## src/rtl/alu_pkg.sv

```systemverilog
// rtl/alu_pkg.sv - ALU opcodes and arbiter state encoding shared by the ALU arbiter slice
package alu_pkg;

  localparam logic [2:0] ALU_ADD  = 3'b000;
  localparam logic [2:0] ALU_SUB  = 3'b001;
  localparam logic [2:0] ALU_AND  = 3'b010;
  localparam logic [2:0] ALU_OR   = 3'b011;
  localparam logic [2:0] ALU_SLL  = 3'b100;
  localparam logic [2:0] ALU_SRL  = 3'b101;
  localparam logic [2:0] ALU_SLT  = 3'b110;
  localparam logic [2:0] ALU_PASS = 3'b111;

  typedef enum logic [1:0] {
    IDLE = 2'd0,
    EXEC = 2'd1,
    RESP = 2'd2
  } arb_state_t;

endpackage

```

## src/rtl/rr_arbiter.sv

```systemverilog
// rtl/rr_arbiter.sv - combinational round-robin picker: first request at or above ptr, with wrap
module rr_arbiter #(
  parameter int N    = 4,
  parameter int ID_W = (N > 1) ? $clog2(N) : 1
) (
  input  logic [N-1:0]    req,
  input  logic [ID_W-1:0] ptr,
  output logic [N-1:0]    gnt,
  output logic [ID_W-1:0] gnt_id,
  output logic            any_gnt
);

  localparam logic [ID_W:0] N_W = (ID_W+1)'(N);

  logic [ID_W:0]   pos;
  logic [ID_W-1:0] idx;

  // One extra bit on pos lets ptr+k exceed N-1 before the single wrap subtraction.
  always_comb begin
    gnt     = '0;
    gnt_id  = '0;
    any_gnt = 1'b0;
    pos     = '0;
    idx     = '0;
    for (int k = 0; k < N; k++) begin
      pos = {1'b0, ptr} + (ID_W+1)'(k);
      if (pos >= N_W) pos = pos - N_W;
      idx = pos[ID_W-1:0];
      if (!any_gnt && req[idx]) begin
        any_gnt     = 1'b1;
        gnt[idx]    = 1'b1;
        gnt_id      = idx;
      end
    end
  end

endmodule

```

## src/rtl/alu_arbiter.sv

```systemverilog
// rtl/alu_arbiter.sv - round-robin sharing of one combinational ALU among NUM_REQ requesters
module alu_arbiter
  import alu_pkg::*;
#(
  parameter int NUM_REQ = 4,
  parameter int WIDTH   = 32,
  parameter int ID_W    = $clog2(NUM_REQ)
) (
  input  logic                     clk,
  input  logic                     rst_n,
  input  logic [NUM_REQ-1:0]       req_valid,
  output logic [NUM_REQ-1:0]       req_ready,
  input  logic [NUM_REQ*WIDTH-1:0] req_in1,
  input  logic [NUM_REQ*WIDTH-1:0] req_in2,
  input  logic [NUM_REQ*3-1:0]     req_ctrl,
  output logic [WIDTH-1:0]         alu_in1,
  output logic [WIDTH-1:0]         alu_in2,
  output logic [2:0]               alu_control,
  input  logic [WIDTH-1:0]         alu_out,
  input  logic                     alu_zero,
  output logic                     rsp_valid,
  input  logic                     rsp_ready,
  output logic [ID_W-1:0]          rsp_id,
  output logic [WIDTH-1:0]         rsp_data,
  output logic                     rsp_zero
);

  localparam logic [ID_W-1:0] LAST_ID = ID_W'(NUM_REQ - 1);

  arb_state_t         state;
  logic [ID_W-1:0]    ptr;
  logic [ID_W-1:0]    op_id;
  logic [WIDTH-1:0]   op_in1;
  logic [WIDTH-1:0]   op_in2;
  logic [2:0]         op_ctrl;

  logic [NUM_REQ-1:0] gnt;
  logic [ID_W-1:0]    gnt_id;
  logic               any_gnt;

  logic [WIDTH-1:0]   in1_arr  [NUM_REQ];
  logic [WIDTH-1:0]   in2_arr  [NUM_REQ];
  logic [2:0]         ctrl_arr [NUM_REQ];

  for (genvar g = 0; g < NUM_REQ; g++) begin : g_unpack
    assign in1_arr[g]  = req_in1[g*WIDTH +: WIDTH];
    assign in2_arr[g]  = req_in2[g*WIDTH +: WIDTH];
    assign ctrl_arr[g] = req_ctrl[g*3 +: 3];
  end

  rr_arbiter #(
    .N    (NUM_REQ),
    .ID_W (ID_W)
  ) u_rr (
    .req     (req_valid),
    .ptr     (ptr),
    .gnt     (gnt),
    .gnt_id  (gnt_id),
    .any_gnt (any_gnt)
  );

  // rst_n gating keeps req_ready low while reset is held even with requests pending.
  assign req_ready   = (state == IDLE && rst_n) ? gnt : '0;

  assign alu_in1     = op_in1;
  assign alu_in2     = op_in2;
  assign alu_control = op_ctrl;

  always_ff @(posedge clk or negedge rst_n) begin
    if (!rst_n) begin
      state     <= IDLE;
      ptr       <= '0;
      op_id     <= '0;
      op_in1    <= '0;
      op_in2    <= '0;
      op_ctrl   <= ALU_ADD;
      rsp_valid <= 1'b0;
      rsp_id    <= '0;
      rsp_data  <= '0;
      rsp_zero  <= 1'b0;
    end else begin
      case (state)
        IDLE: begin
          // In IDLE req_ready equals the grant, so any_gnt means the handshake completes.
          if (any_gnt) begin
            op_in1  <= in1_arr[gnt_id];
            op_in2  <= in2_arr[gnt_id];
            op_ctrl <= ctrl_arr[gnt_id];
            op_id   <= gnt_id;
            ptr     <= (gnt_id == LAST_ID) ? '0 : gnt_id + 1'b1;
            state   <= EXEC;
          end
        end
        EXEC: begin
          rsp_data  <= alu_out;
          rsp_zero  <= alu_zero;
          rsp_id    <= op_id;
          rsp_valid <= 1'b1;
          state     <= RESP;
        end
        RESP: begin
          if (rsp_ready) begin
            rsp_valid <= 1'b0;
            state     <= IDLE;
          end
        end
        default: state <= IDLE;
      endcase
    end
  end

endmodule
```

## config.mk

```make
export PLATFORM = sky130hd
export DESIGN_NAME = alu_arbiter
export DESIGN_NICKNAME = d
export VERILOG_FILES = /design/src/rtl/alu_pkg.sv /design/src/rtl/rr_arbiter.sv /design/src/rtl/alu_arbiter.sv
export SDC_FILE = /design/constraint.sdc
export NUM_CORES = 1
export LEC_CHECK = 0
export BUFFER_PORTS_ARGS = -buffer_cell sky130_fd_sc_hd__buf_2
export CORE_AREA = 2 2 161 163
export DETAILED_ROUTE_END_ITERATION = 16
export DIE_AREA = 0 0 163 165
export SLEW_MARGIN = 20
export SYNTH_ARGS = -nofsm -noshare
export SYNTH_HDL_FRONTEND = slang
export SYNTH_SLANG_ARGS = --single-unit
```

## constraint.sdc

```tcl
create_clock -name clk -period 7.2 [get_ports clk]
set_input_delay 0.36 -clock clk [delete_from_list [all_inputs] [get_ports clk]]
set_output_delay 0.36 -clock clk [all_outputs]
set_load 0.005 [all_outputs]
```

==> results of run 1 <==
-- cell type report --
class                      instances  area [µm²]  area share
sequential                       109        2730       0.290
clock buffer                       9         225      0.0239
clock inverter                     6        95.1      0.0101
multi-input combinational        527        3750       0.398
timing repair buffer             424        2190       0.232
tap                              330         413      0.0438
inverter                           6        22.5     0.00239
-- placed cells by master, fill, tap and decap left out, types with 9 or more instances in the layout --
cell type | netlist | final
clkbuf_16 | 0 | 9
buf_2 | 22 | 413
a211oi_1 | 130 | 130
mux2_2 | 39 | 39
nand2_1 | 75 | 75
o31ai_1 | 64 | 64
nor2_1 | 15 | 15
dfrtp_1 | 109 | 109
and3_1 | 133 | 133
buf_4 | 10 | 9
-- cells in the mapped netlist (2+ instances only) --
cell,n
buf_4,10
o21ai_0,4
nand2b_1,4
a221oi_1,4
mux2i_1,3
and3_1,133
o211ai_1,3
clkbuf_1,43
mux2_2,39
nand2_1,75
dfrtp_1,109
mux4_2,4
nor2_1,15
a31oi_1,2
a22oi_1,4
inv_1,5
o31ai_1,64
o31ai_2,3
a211oi_2,3
a21oi_1,7
nor2b_1,2
nor3_1,4
ha_1,7
nand3_1,2
or2_2,2
buf_6,9
buf_2,22
a211oi_1,130
-- cells by family (layout without fill, tap and decap cells) --
kind of cell / Yosys count / in the layout / share of synthesized area
AND/OR/NAND/NOR: 241 / 241 / 0.185
AO/OA/AOI/OAI: 232 / 232 / 0.257
flip-flops: 109 / 109 / 0.394
buffers and inverters: 92 / 445 / 0.0692
multiplexers: 46 / 46 / 0.0807
adder cells (fa/ha/maj): 7 / 7 / 0.0126
XOR/XNOR: 1 / 1 / 0.00126
-- worst max-delay path, cell delays in order (launching register included) --
cell and delay (ns):
dfrtp_1 0.84, inv_2 0.19, ha_1 0.61, mux2i_1 0.35, nor3_1 0.08, or4_4 0.78, nand2_4 0.85, buf_4 0.55
a211oi_1 0.16, o31ai_1 0.27
-- how the worst min path moves through the flow --
stage,cells after the start,end,startpoint
2_1_floorplan,0,alu_control[0],rst_n
3_3_place_gp,1,alu_in2[30],rst_n
3_5_place_dp,1,alu_in2[30],rst_n
4_1_cts,1,alu_in1[2],rst_n
5_1_grt,1,alu_in1[2],rst_n
6_report,1,alu_in1[2],rst_n
-- through the flow --
stage	total power, mW	util	hold slack, ns	std cells
final	4.56	0.376	0.0245	1411
after global routing	4.95	0.376	0.0716	1411
after CTS	4.60	0.375	0.0507	1410
after detailed placement	4.02	0.362	0.444	1395
after global placement	3.95	0.361	0.441	1394
after floorplan	3.20	-	0.0644	728
-- layer usage --
| metal | vias up | routed length (µm) |
|---|---|---|
| met4 | 6 | 286 |
| met3 | 22 | 1870 |
| met2 | 295 | 12500 |
| met1 | 3406 | 10600 |
| met5 | - | 41 |
| li1 | 3474 | - |
-- power by group through the flow --
stage / registers [mW] / logic (mW) / clock network [mW]
5_1_grt: 1.16 / 3.18 / 0.606
2_1_floorplan: 1.13 / 2.07 / 0
6_report: 1.12 / 2.87 / 0.559
4_1_cts: 1.13 / 2.89 / 0.583
3_3_place_gp: 1.13 / 2.83 / 0
3_5_place_dp: 1.13 / 2.89 / 0
-- flip-flops by register name (all words and copies together), names as in the netlist --
name	count
state	2
rsp_valid	1
alu_in2	32
op_id	2
rsp_zero	1
rsp_data	32
alu_in1	32
ptr	2
alu_control	3
rsp_id	2
==> flow_summary.toml, run 1 <==
[run_status]
status = "finished clean"

[logic_synthesis]
netlist_instances = 728
yosys.area.top_type = "dfrtp_1"
ys_async_sr_fraction = 1.00
synth-seq-cells = 109
synthTopCellsByArea = "dfrtp_1, a211oi_1, and3_1"
ys.flop_type = "dfrtp_1"
ys_seq_area_frac = 0.394
synth_cell_types = 44
synth_top_cell_area_share = 0.394
avgSynthCellArea_um2 = 9.52
synth_edf_count = 0
ys_warn_count = 0
syn-num-nets = 1043
syn_area_um2 = 6930

[sta]
finalSetupViolations = 0
post-route-min-period_ns = 4.82
finalCritPeriodShare = 0.669
worst_slew_pin_slew_ns = 1.07
rsz0062_at_grt = "no"
finalHoldViolCount = 0
fin_ws_ns = 2.38
drv_slew = 0
finalSetupTns_ns = 0
timing.fmax_mhz = 208
fin_skew_ns = 0.0117
relSlewSlack = 0.288

[final_layout]
nFillCells = 2570
drive_gt1_frac = 0.461
final_area_um2 = 9420
num_antenna_cells = 0
area_growth_pct = 36.0
finalNetCount = 1392

[global_route]
grt_max_degree = 134
use_met2 = 0.319
grt-ovfl-total = 0
top_usage_layer = "met2"
grt_pass1_wl_mm = 37.4
grt_usage = 0.178
gr-usage-met1 = 0.215
use_met3 = 0.0402
grt_pass1_vias = 6846
antenna_found_initial = 3

[floorplanning]
rows = 58
dieArea_um2 = 26900
start_util = 0.277
die_x_um = 163
core-area_um2 = 25000
io_pins = 415
die_h_um = 165

[min_path]
hold_path.class = "in -> async"

[clocking]
clockRootBuffer = "clkbuf_16"
clock-sinks = 109
clockBufferDepth = 2
cts.htree.levels = 3
holdBufCountCts = 0
clock_latency_ns = 0.35
cts_tree = "built"
post_cts_buffers = 0
clkTransAtPathRegs_ns = 0.08
ctsResizeCount = 0
cts_buffers = 9

[setup_path]
worst_setup_path_end_kind = "register"
crit_required_ns = 7.45
rrSetupSlack_ns = 2.38
crit_path_start = "ptr[0]"
timing.rr.end = "alu_in1[4]"
cp_max_fo = 90
regToRegStartpoint = "ptr[0]"
path_class = "reg -> reg"
r2r_cells = 9
worstSetupStartpointType = "register"
cp.arrival_ns = 5.07
setup.worst_path.end = "alu_in1[4]"

[drt]
vias_per_cell = 5.10
dr.first_iter.drc_count = 307
drt-wirelength-per-cell_um = 17.9
finalWirelength_mm = 25.3
drtPass1Iterations = 5
num_vias = 7203
drc = 0
route.antenna.remaining_nets = 0

[pwr]
pwr-share-seq = 0.246
power.share.switching = 0.463
vdd_drop_max_uv = 300
p_int_mw = 2.45
power.switching_mw = 2.11
power_frac_comb = 0.631
power_frac_clock = 0.123
p_per_area_nw_per_um2 = 484
leakage_nw = 4.72

[place]
port_buffers = 414
dp_worst_setup_slack_ns = 2.41
place.gp.congestion = 0.789
dpl.hpwl_mm = 18.5
placed_area_um2 = 9070

[flow_run]
maxCapViolCount = 0
No activity file was read; power rests on OpenSTA's default activity.
==> run 2, diff against run 1 <==
==> constraint.sdc (replaced) <==
create_clock -name clk -period 4.5 [get_ports clk]
set_input_delay 0.225 -clock clk [delete_from_list [all_inputs] [get_ports clk]]
set_output_delay 0.225 -clock clk [all_outputs]
set_load 0.005 [all_outputs]
==> flow_summary.toml, run 2 (synthesis results as in run 1) <==
[clocking]
cts_buffers = 9
cts_tree = "built"
clock-sinks = 109
clockRootBuffer = "clkbuf_16"
cts.htree.levels = 3
clockBufferDepth = 2
clkTransAtPathRegs_ns = 0.08
clock_latency_ns = 0.36

[sta]
fin_skew_ns = 0.00876
post-route-min-period_ns = 3.66
finalSetupTns_ns = 0
finalHoldViolCount = 0
relSlewSlack = 0.503
worst_slew_pin_slew_ns = 0.746
timing.fmax_mhz = 274
finalSetupViolations = 0
rsz0062_at_grt = "no"
drv_slew = 0
finalCritPeriodShare = 0.812

[final_layout]
area_growth_pct = 36.4
final_common_cell = "buf_2"
nFillCells = 2548
num_antenna_cells = 0
ff_latch_area_um2 = 2730
mostFrequentLayoutCells = "buf_2, and3_1, a211oi_1"
finalNetCount = 1396
drive_gt1_frac = 0.462
multi_input_area_um2 = 3750

[global_route]
grt_pass1_vias = 6761
grt_max_degree = 134
grt_pass1_wl_mm = 37.2
grt_usage = 0.177
antenna_found_initial = 2
grt-ovfl-total = 0

[pwr]
leakage_nw = 4.73
vdd_drop_max_uv = 439
p_per_area_nw_per_um2 = 765
total_power_mw = 7.23

[setup_path]
path_class = "reg -> reg"
cp_max_fo = 93
cp.arrival_ns = 3.88
worstSetupStartpointType = "register"
worst_setup_path_end_kind = "register"
crit_required_ns = 4.72

[floorplanning]
core-area_um2 = 25000
io_pins = 415
dieArea_um2 = 26900
die_x_um = 163
start_util = 0.277
rows = 58
die_h_um = 165

[drt]
vias_per_cell = 5.05
num_vias = 7150
drtPass1Iterations = 4
finalWirelength_mm = 24.9
route.antenna.remaining_nets = 0
drt-wirelength-per-cell_um = 17.6
drc = 0
dr.first_iter.drc_count = 394

[place]
dpl.hpwl_mm = 18.4
port_buffers = 414
place.gp.congestion = 0.847

[min_path]
hold_path.class = "in -> reg"

[flow_run]
maxCapViolCount = 0

[run_status]
status = "finished clean"
run 2: cell count changes in the layout (fill, tap and decap cells not counted), sizes merged:
cell and delta:
buf +3, bufinv -2, clkinv +2, clkinvlp -1, dlygate4sd3 +1, inv +1
run 2: path summary, 6_finish.rpt:
check,startpoint,to,slack [ns],cells after the start
setup / recovery,ptr[1],alu_in1[6],0.84,9
hold / removal,alu_out[18],rsp_data[18],0.1,2
setup reg to reg,ptr[1],alu_in1[6],0.84,9
hold reg to reg,alu_in1[21],alu_in1[21],0.47,2
max in group asynchronous,rst_n,rsp_data[16],2.95,3
min in group asynchronous,rst_n,alu_in1[3],0.40,2
run 2: timing repair:
item | CTS | global route
endpoints found under the hold margin | 34 | 0
resized for setup | 0 | 0
buffers inserted | 0 | 0
hold buffers | 1 | 0
run 2: worst max-delay path: stages, from the launching register on:
cell and delay [ns]:
dfrtp_1 0.57, inv_1 0.20, ha_1 0.60, mux2i_1 0.33, nor3_1 0.08, or4_4 0.72, buf_12 0.29, and3_1 0.25
a211oi_1 0.29, o31ai_1 0.10
run 2: where the power goes:
group | internal [mW] | switching, mW
combinational | 1.98 | 2.67
sequential | 1.50 | 0.268
clock | 0.386 | 0.415
run 2: final cells by class:
type                    count  share of cell area
flip-flops and latches    109               0.289
clock buffers               9              0.0238
clock inverters             6             0.00596
multi-input cells         527               0.397
repair buffers            428               0.239
inverters                   6             0.00238
well taps                 330              0.0437
run 2: stage by stage:
stage / utilization / setup slack, ns / hold WS, ns / instance area, µm² / std cells
finish: 0.377 / 0.845 / 0.0962 / 9450 / 1415
global route: 0.377 / 0.645 / 0.0776 / 9450 / 1415
CTS: 0.377 / 0.860 / 0.0778 / 9450 / 1415
detailed placement: 0.366 / 0.890 / 0.254 / 9160 / 1399
global placement: 0.366 / 0.964 / 0.253 / 9160 / 1399
floorplan: - / 1.73 / -0.0706 / 6930 / 728
run 2: metal layers:
layer  wire, µm  vias up  GRT usage
met4        315        4     0.0418
met5         22        -          0
met2      12200      310      0.312
met3       1880       23     0.0450
met1      10500     3330      0.216
li1           -     3483          -
